**config.mk**
```make
export PLATFORM = sky130hd
export DESIGN_NAME = inst_fetch
export DESIGN_NICKNAME = d
export VERILOG_FILES = /design/src/rtl/inst_fetch_pkg.sv /design/src/rtl/inst_fetch_icache.sv /design/src/rtl/inst_fetch.sv
export SDC_FILE = /design/constraint.sdc
export NUM_CORES = 2
export LEC_CHECK = 0
export ABC_CLOCK_PERIOD_IN_PS = 5700
export BUFFER_PORTS_ARGS = -buffer_cell sky130_fd_sc_hd__buf_2
export CORE_ASPECT_RATIO = 1.1
export CORE_MARGIN = 2
export CORE_UTILIZATION = 60
export CTS_BUF_LIST = sky130_fd_sc_hd__clkbuf_8
export CTS_CLUSTER_DIAMETER = 50
export DETAILED_ROUTE_END_ITERATION = 10
export PLACE_DENSITY_LB_ADDON = 0.05
export SKIP_CTS_REPAIR_TIMING = 1
export SYNTH_ARGS = -nofsm -noshare
export SYNTH_HDL_FRONTEND = slang
export SYNTH_SLANG_ARGS = --single-unit
```
**constraint.sdc**
```tcl
create_clock -name clk_in -period 5.7 [get_ports clk_in]
set_input_delay 0.57 -clock clk_in [delete_from_list [all_inputs] [get_ports clk_in]]
set_output_delay 0.57 -clock clk_in [all_outputs]
set_load 0.02 [all_outputs]
```
**src/rtl/inst_fetch_pkg.sv**
```systemverilog
// Shared widths, fetch FSM encoding and PC helper for the instruction fetch unit.
package inst_fetch_pkg;

  localparam int INST_ADDR_W = 32;
  localparam int REG_W       = 32;

  typedef enum logic [1:0] {
    FETCH_IDLE     = 2'd0,
    FETCH_WAIT_MEM = 2'd1,
    FETCH_DISCARD  = 2'd2
  } fetch_state_e;

  // Sequential PC step; wraps modulo 2^32 by construction.
  function automatic logic [INST_ADDR_W-1:0] next_pc(input logic [INST_ADDR_W-1:0] pc);
    return pc + 32'd4;
  endfunction

endpackage

```
**src/rtl/inst_fetch_icache.sv**
```systemverilog
// Direct-mapped instruction cache, one word per line: combinational lookup, synchronous fill.
module inst_fetch_icache
  import inst_fetch_pkg::*;
#(
  parameter int  ENTRIES = 32,
  localparam int IDX_W   = $clog2(ENTRIES),
  localparam int TAG_W   = INST_ADDR_W - 2 - IDX_W
) (
  input  logic             clk_in,
  input  logic             rst_in,
  input  logic [IDX_W-1:0] rd_idx,
  input  logic [TAG_W-1:0] rd_tag,
  output logic             hit,
  output logic [REG_W-1:0] rd_data,
  input  logic             we,
  input  logic [IDX_W-1:0] wr_idx,
  input  logic [TAG_W-1:0] wr_tag,
  input  logic [REG_W-1:0] wr_data
);

  logic [ENTRIES-1:0] valid_q;
  logic [TAG_W-1:0]   tag_q  [ENTRIES];
  logic [REG_W-1:0]   data_q [ENTRIES];

  // Only the valid bits need clearing; tag/data are don't-care until a fill.
  always_ff @(posedge clk_in or negedge rst_in) begin
    if (!rst_in) begin
      valid_q <= '0;
    end else if (we) begin
      valid_q[wr_idx] <= 1'b1;
    end
  end

  always_ff @(posedge clk_in) begin
    if (we) begin
      tag_q[wr_idx]  <= wr_tag;
      data_q[wr_idx] <= wr_data;
    end
  end

  assign hit     = valid_q[rd_idx] && (tag_q[rd_idx] == rd_tag);
  assign rd_data = data_q[rd_idx];

endmodule

```
**src/rtl/inst_fetch.sv**
```systemverilog
// Instruction fetch: PC register, miss FSM toward the memory controller and a one-entry decode slot.
module inst_fetch
  import inst_fetch_pkg::*;
#(
  parameter int                     ICACHE_ENTRIES = 32,
  parameter logic [INST_ADDR_W-1:0] RESET_PC       = 32'h0
) (
  input  logic                   clk_in,
  input  logic                   rst_in,
  input  logic                   rdy_in,
  input  logic                   stall_in,
  input  logic                   jump_in,
  input  logic [INST_ADDR_W-1:0] jump_addr_in,
  input  logic [1:0]             busy_in,
  input  logic                   inst_done_in,
  input  logic [REG_W-1:0]       inst_in,
  output logic                   if_req_out,
  output logic [INST_ADDR_W-1:0] inst_addr_out,
  output logic                   if_valid_out,
  output logic [INST_ADDR_W-1:0] if_pc_out,
  output logic [REG_W-1:0]       if_inst_out
);

  localparam int IDX_W = $clog2(ICACHE_ENTRIES);
  localparam int TAG_W = INST_ADDR_W - 2 - IDX_W;

  fetch_state_e           state_q, state_d;
  logic [INST_ADDR_W-1:0] pc_q, pc_d;
  logic                   req_d;
  logic [INST_ADDR_W-1:0] addr_d;
  logic                   vld_d;
  logic [INST_ADDR_W-1:0] slot_pc_d;
  logic [REG_W-1:0]       slot_inst_d;
  logic                   slot_free;
  logic                   cache_hit;
  logic [REG_W-1:0]       cache_data;
  logic                   cache_we;

  // The fetch-ownership flag is not needed here; only data-side ownership blocks a new request.
  logic unused_busy_fetch;
  assign unused_busy_fetch = busy_in[1];

  inst_fetch_icache #(
    .ENTRIES (ICACHE_ENTRIES)
  ) u_icache (
    .clk_in  (clk_in),
    .rst_in  (rst_in),
    .rd_idx  (pc_q[2 +: IDX_W]),
    .rd_tag  (pc_q[INST_ADDR_W-1 -: TAG_W]),
    .hit     (cache_hit),
    .rd_data (cache_data),
    .we      (cache_we),
    .wr_idx  (inst_addr_out[2 +: IDX_W]),
    .wr_tag  (inst_addr_out[INST_ADDR_W-1 -: TAG_W]),
    .wr_data (inst_in)
  );

  assign slot_free = !if_valid_out || !stall_in;

  always_comb begin
    state_d     = state_q;
    pc_d        = pc_q;
    req_d       = if_req_out;
    addr_d      = inst_addr_out;
    vld_d       = if_valid_out;
    slot_pc_d   = if_pc_out;
    slot_inst_d = if_inst_out;
    cache_we    = 1'b0;

    if (rdy_in) begin
      if (slot_free) begin
        vld_d = 1'b0;
      end

      unique case (state_q)
        FETCH_IDLE: begin
          if (!jump_in) begin
            if (cache_hit) begin
              if (slot_free) begin
                vld_d       = 1'b1;
                slot_pc_d   = pc_q;
                slot_inst_d = cache_data;
                pc_d        = next_pc(pc_q);
              end
            end else if (!busy_in[0]) begin
              req_d   = 1'b1;
              addr_d  = pc_q;
              state_d = FETCH_WAIT_MEM;
            end
          end
        end
        FETCH_WAIT_MEM, FETCH_DISCARD: begin
          // A transfer in flight always completes and fills; a redirect only marks it stale.
          if (jump_in) begin
            state_d = FETCH_DISCARD;
          end
          if (inst_done_in) begin
            cache_we = 1'b1;
            req_d    = 1'b0;
            state_d  = FETCH_IDLE;
          end
        end
        default: state_d = FETCH_IDLE;
      endcase

      if (jump_in) begin
        vld_d = 1'b0;
        pc_d  = jump_addr_in;
      end
    end
  end

  always_ff @(posedge clk_in or negedge rst_in) begin
    if (!rst_in) begin
      state_q       <= FETCH_IDLE;
      pc_q          <= RESET_PC;
      if_req_out    <= 1'b0;
      inst_addr_out <= '0;
      if_valid_out  <= 1'b0;
      if_pc_out     <= '0;
      if_inst_out   <= '0;
    end else begin
      state_q       <= state_d;
      pc_q          <= pc_d;
      if_req_out    <= req_d;
      inst_addr_out <= addr_d;
      if_valid_out  <= vld_d;
      if_pc_out     <= slot_pc_d;
      if_inst_out   <= slot_inst_d;
    end
  end

endmodule

```
==> impl_metrics.csv <==
group,metric,value,unit
worst_setup_path,ff2ff_path_depth,11,
drt,drt_wl_total,192000,microns
worst_setup_path,crit_path_end,"inst_addr_out[10]",
placement,gp_congestion,0.863,
worst_setup_path,crit_path_cell_trace,"buf_4 -> mux4_2 -> a22o_1 -> a2111oi_0 -> or3_1 -> o2111a_1 -> nand4_1 -> or3_1 -> nand4b_2 -> buf_12 -> mux2_2",
yosys,synthCells,3501,
sta,report.final.slew_viol_count,0,
global_route,grt_use_total,29.7,%
floorplan,die-area,131000,sq um
placement,io_buffers,168,
cells_and_area,drive_gt1_share,31.3,%
cts,cts.sinks,1988,
worst_hold_path,hold_path_class,"in2reg",
yosys,ys_ff_latch,1988,
global_route,grt_pass1_wl,274000,microns
run_status,violations,"hold timing",
drt,ant_nets,0,
worst_setup_path,worstPathArrival,6.15,ns
cells_and_area,fin_nets,4028,
sta,tns,0,ns
drt,initialDrtViolationCount,4490,
sta,fin_crit_sh,93.3,%
worst_setup_path,slowest_stage,"a2111oi_0",
cts,htree_levels,5,
worst_setup_path,critPathRequiredTime,6.54,ns
worst_setup_path,cp-start-kind,"flop",
sta,hold_viol_final,1,
worst_setup_path,critical_path_class,"reg2reg",
yosys,syn_area,76800,sq um
sta,maxSlewHeadroom,7.95,%
worst_setup_path,critical_path.top_delay_family,"compound AO/OA/AOI/OAI gates",
drt,num_vias,38700,
sta,max_freq,188,MHz
worst_setup_path,critPathBufInv,2,
worst_setup_path,cp-startpoint,"pc_q[2]",
run_status,status,"finished with violations",
cts,clk_path_buf_depth,4,
flow_run,maxCapViolations,0,
drt,viasPerCell,6.61,
worst_setup_path,worst-path-stages,11,
sta,fin_hold_ws,-0.00884,ns
sta,setup_violations,0,
cts,clk_latency,1.00,ns
floorplan,die-width,345,microns
placement,dp_cells,5273,
sta,min_period,5.32,ns
cts,clockRootBuffer,"clkbuf_8",
yosys,async_reset_ff_share,8.25,%
floorplan,die_h,379,microns
cts,numCtsBuffers,317,
yosys,syn-mean-instance-area,21.9,sq um
yosys,ys.flop_type,"edfxtp_1",
worst_setup_path,path_max_fanout,40,
floorplan,io_pins,170,
pwr,p_leak,0.0292,uW
sta,grt_setup_unrepaired,"false",
placement,hpwl,99800,microns
worst_setup_path,endpoint_kind,"flop",
floorplan,rows,137,
floorplan,initial_core_util,60.5,%
global_route,antenna_found_initial,5,
worst_setup_path,cpPeakStageDelay,1.00,ns
drt,dr.pass1.iters,6,
drt,remaining_drc_errors,0,
sta,fin_skew,0.0484,ns
cts,cts_tree,"built",
global_route,grt_pass1_vias,39400,
cells_and_area,n_fill_cell,8018,
yosys,yosys_warnings,0,
cts,clkTransAtPathRegs,0.06,ns
global_route,overflow,0,
pwr,pwr_density_cell,391,nW/um^2
sta,worstMarginPinSlew,1.38,ns
yosys,ys_seq_area_share,76.7,%
yosys,syn-num-nets,3576,
worst_setup_path,regToRegSetupSlack,0.38,ns
pwr,peakVddDrop,0.000229,V
worst_setup_path,critPathMostFrequentCell,"or3_1",
worst_setup_path,reg2reg_from,"pc_q[2]",
cells_and_area,area_growth,12.6,%
drt,wl_per_cell,32.8,microns
cells_and_area,final_cell_count_no_fill,5851,
yosys,ys_types,78,
floorplan,core_area,127000,sq um
worst_setup_path,reg2reg_to,"inst_addr_out[10]",
global_route,grt_max_degree,102,
yosys,synth-edff-count,1824,
[routing by layer]
layer	share of wire, %	track usage, %
met1	40	41.9
met2	49	47.8
met3	8.3	5.23
met4	3.1	10.5
met5	0.013	0
[worst min-delay path by stage]
stage                         start                    to  slack, ns  cells past startpoint
2_1_floorplan                rst_in        if_inst_out[0]       0.27                      0
3_3_place_gp    u_icache.valid_q[2]   u_icache.valid_q[2]       0.45                      1
3_5_place_dp   u_icache.valid_q[14]  u_icache.valid_q[14]       0.45                      1
4_1_cts                      rst_in       if_inst_out[31]      -0.48                      1
5_1_grt             jump_addr_in[5]               pc_q[5]       0.02                      4
6_report           jump_addr_in[31]              pc_q[31]     -0.009                      4
[placed cells by master, fill, tap and decap left out, types with 17 or more instances in the layout]
| master | n |
|---|---|
| clkinv_2 | 18 |
| or3_1 | 17 |
| mux2i_1 | 136 |
| buf_4 | 95 |
| buf_2 | 167 |
| nor2_4 | 33 |
| o21ai_0 | 72 |
| edfxtp_1 | 1824 |
| nor2_1 | 41 |
| inv_1 | 126 |
| a21oi_1 | 32 |
| mux4_2 | 468 |
| clkinv_1 | 52 |
| buf_12 | 36 |
| mux2_2 | 61 |
| nand3_1 | 23 |
| a22oi_1 | 22 |
| nand2_1 | 94 |
| dfrtp_1 | 160 |
| a22o_1 | 26 |
| or2_2 | 33 |
| o22ai_1 | 35 |
| dlygate4sd3_1 | 29 |
| clkbuf_8 | 354 |
[cell families (layout without fill, tap and decap cells)]
logic type / count (synthesis) / in the layout / synth area share (%)
flip-flops: 1988 / 1988 / 76.7
multiplexers: 679 / 679 / 16.9
AND/OR/NAND/NOR: 328 / 328 / 2.21
AO/OA/AOI/OAI: 277 / 277 / 2.55
buffers and inverters: 212 / 890 / 1.49
XOR/XNOR: 14 / 14 / 0.160
adder cells (fa/ha/maj): 3 / 3 / 0.0489
other: 0 / 4 / 0
[final cells by class]
| type | instances | area [sq um] | share of cell area [%] |
|---|---|---|---|
| Sequential cell | 1988 | 58900 | 68.1 |
| Multi-Input combinational cell | 1301 | 17000 | 19.7 |
| Clock buffer | 353 | 4860 | 5.62 |
| Timing Repair Buffer | 328 | 2570 | 2.98 |
| Tap cell | 1668 | 2090 | 2.41 |
| Clock inverter | 192 | 922 | 1.07 |
| Inverter | 17 | 71.3 | 0.0825 |
| Antenna cell | 4 | 10.0 | 0.0116 |
[stage by stage]
step | util, % | area [sq um] | worst slack, ns | total power, uW
3_3_place_gp | 63.3 | 80400 | 0.431 | 22700
3_5_place_dp | 63.3 | 80400 | 0.392 | 22900
4_1_cts | 67.9 | 86100 | 0.375 | 34000
6_report | 68.1 | 86400 | 0.384 | 33800
5_1_grt | 68.1 | 86400 | 0.172 | 35000
2_1_floorplan | - | 76800 | 1.50 | 21100
[synthesized netlist by cell type (13+ instances only)]
cell type  number  area (sq um)
a21oi_1        32           160
a22o_1         26           228
a22oi_1        22           165
buf_1          22          82.6
buf_2          32           160
clkbuf_1      105           394
dfrtp_1       164          4100
edfxtp_1     1824         54800
inv_1          15          56.3
mux2_2         61           687
mux2i_1       136          1360
mux4_1         13           342
mux4_2        468         10500
nand2_1        94           353
nand3_1        24           120
nor2_1         74           278
nor3_1         15          75.1
o21ai_0        72           360
o221ai_1       15           131
o22ai_1        35           219
or2_2          33           206
or3_1          17           106
[flip-flops by register name (all words and copies together), names as in the netlist]
register / flops
u_icache.valid_q: 32
u_icache.data_q: 1024
if_req_out: 1
inst_addr_out: 32
u_icache.tag_q: 800
state_q: 2
if_inst_out: 32
if_pc_out: 32
pc_q: 32
if_valid_out: 1
[report_power, final]
group,switching [uW],internal [uW],total (uW)
logic,2520,1860,4370
clock network,5270,5900,11200
registers,947,17300,18300
[worst register-to-register path: cells and delay by family (launching register included)]
kind / cells / cell delay (ns)
compound gates: 3 / 1.44
buf+inv: 2 / 0.66
flops: 1 / 0.98
mux: 2 / 0.91
simple gates: 4 / 1.18
(Power assumes the default switching activity.)
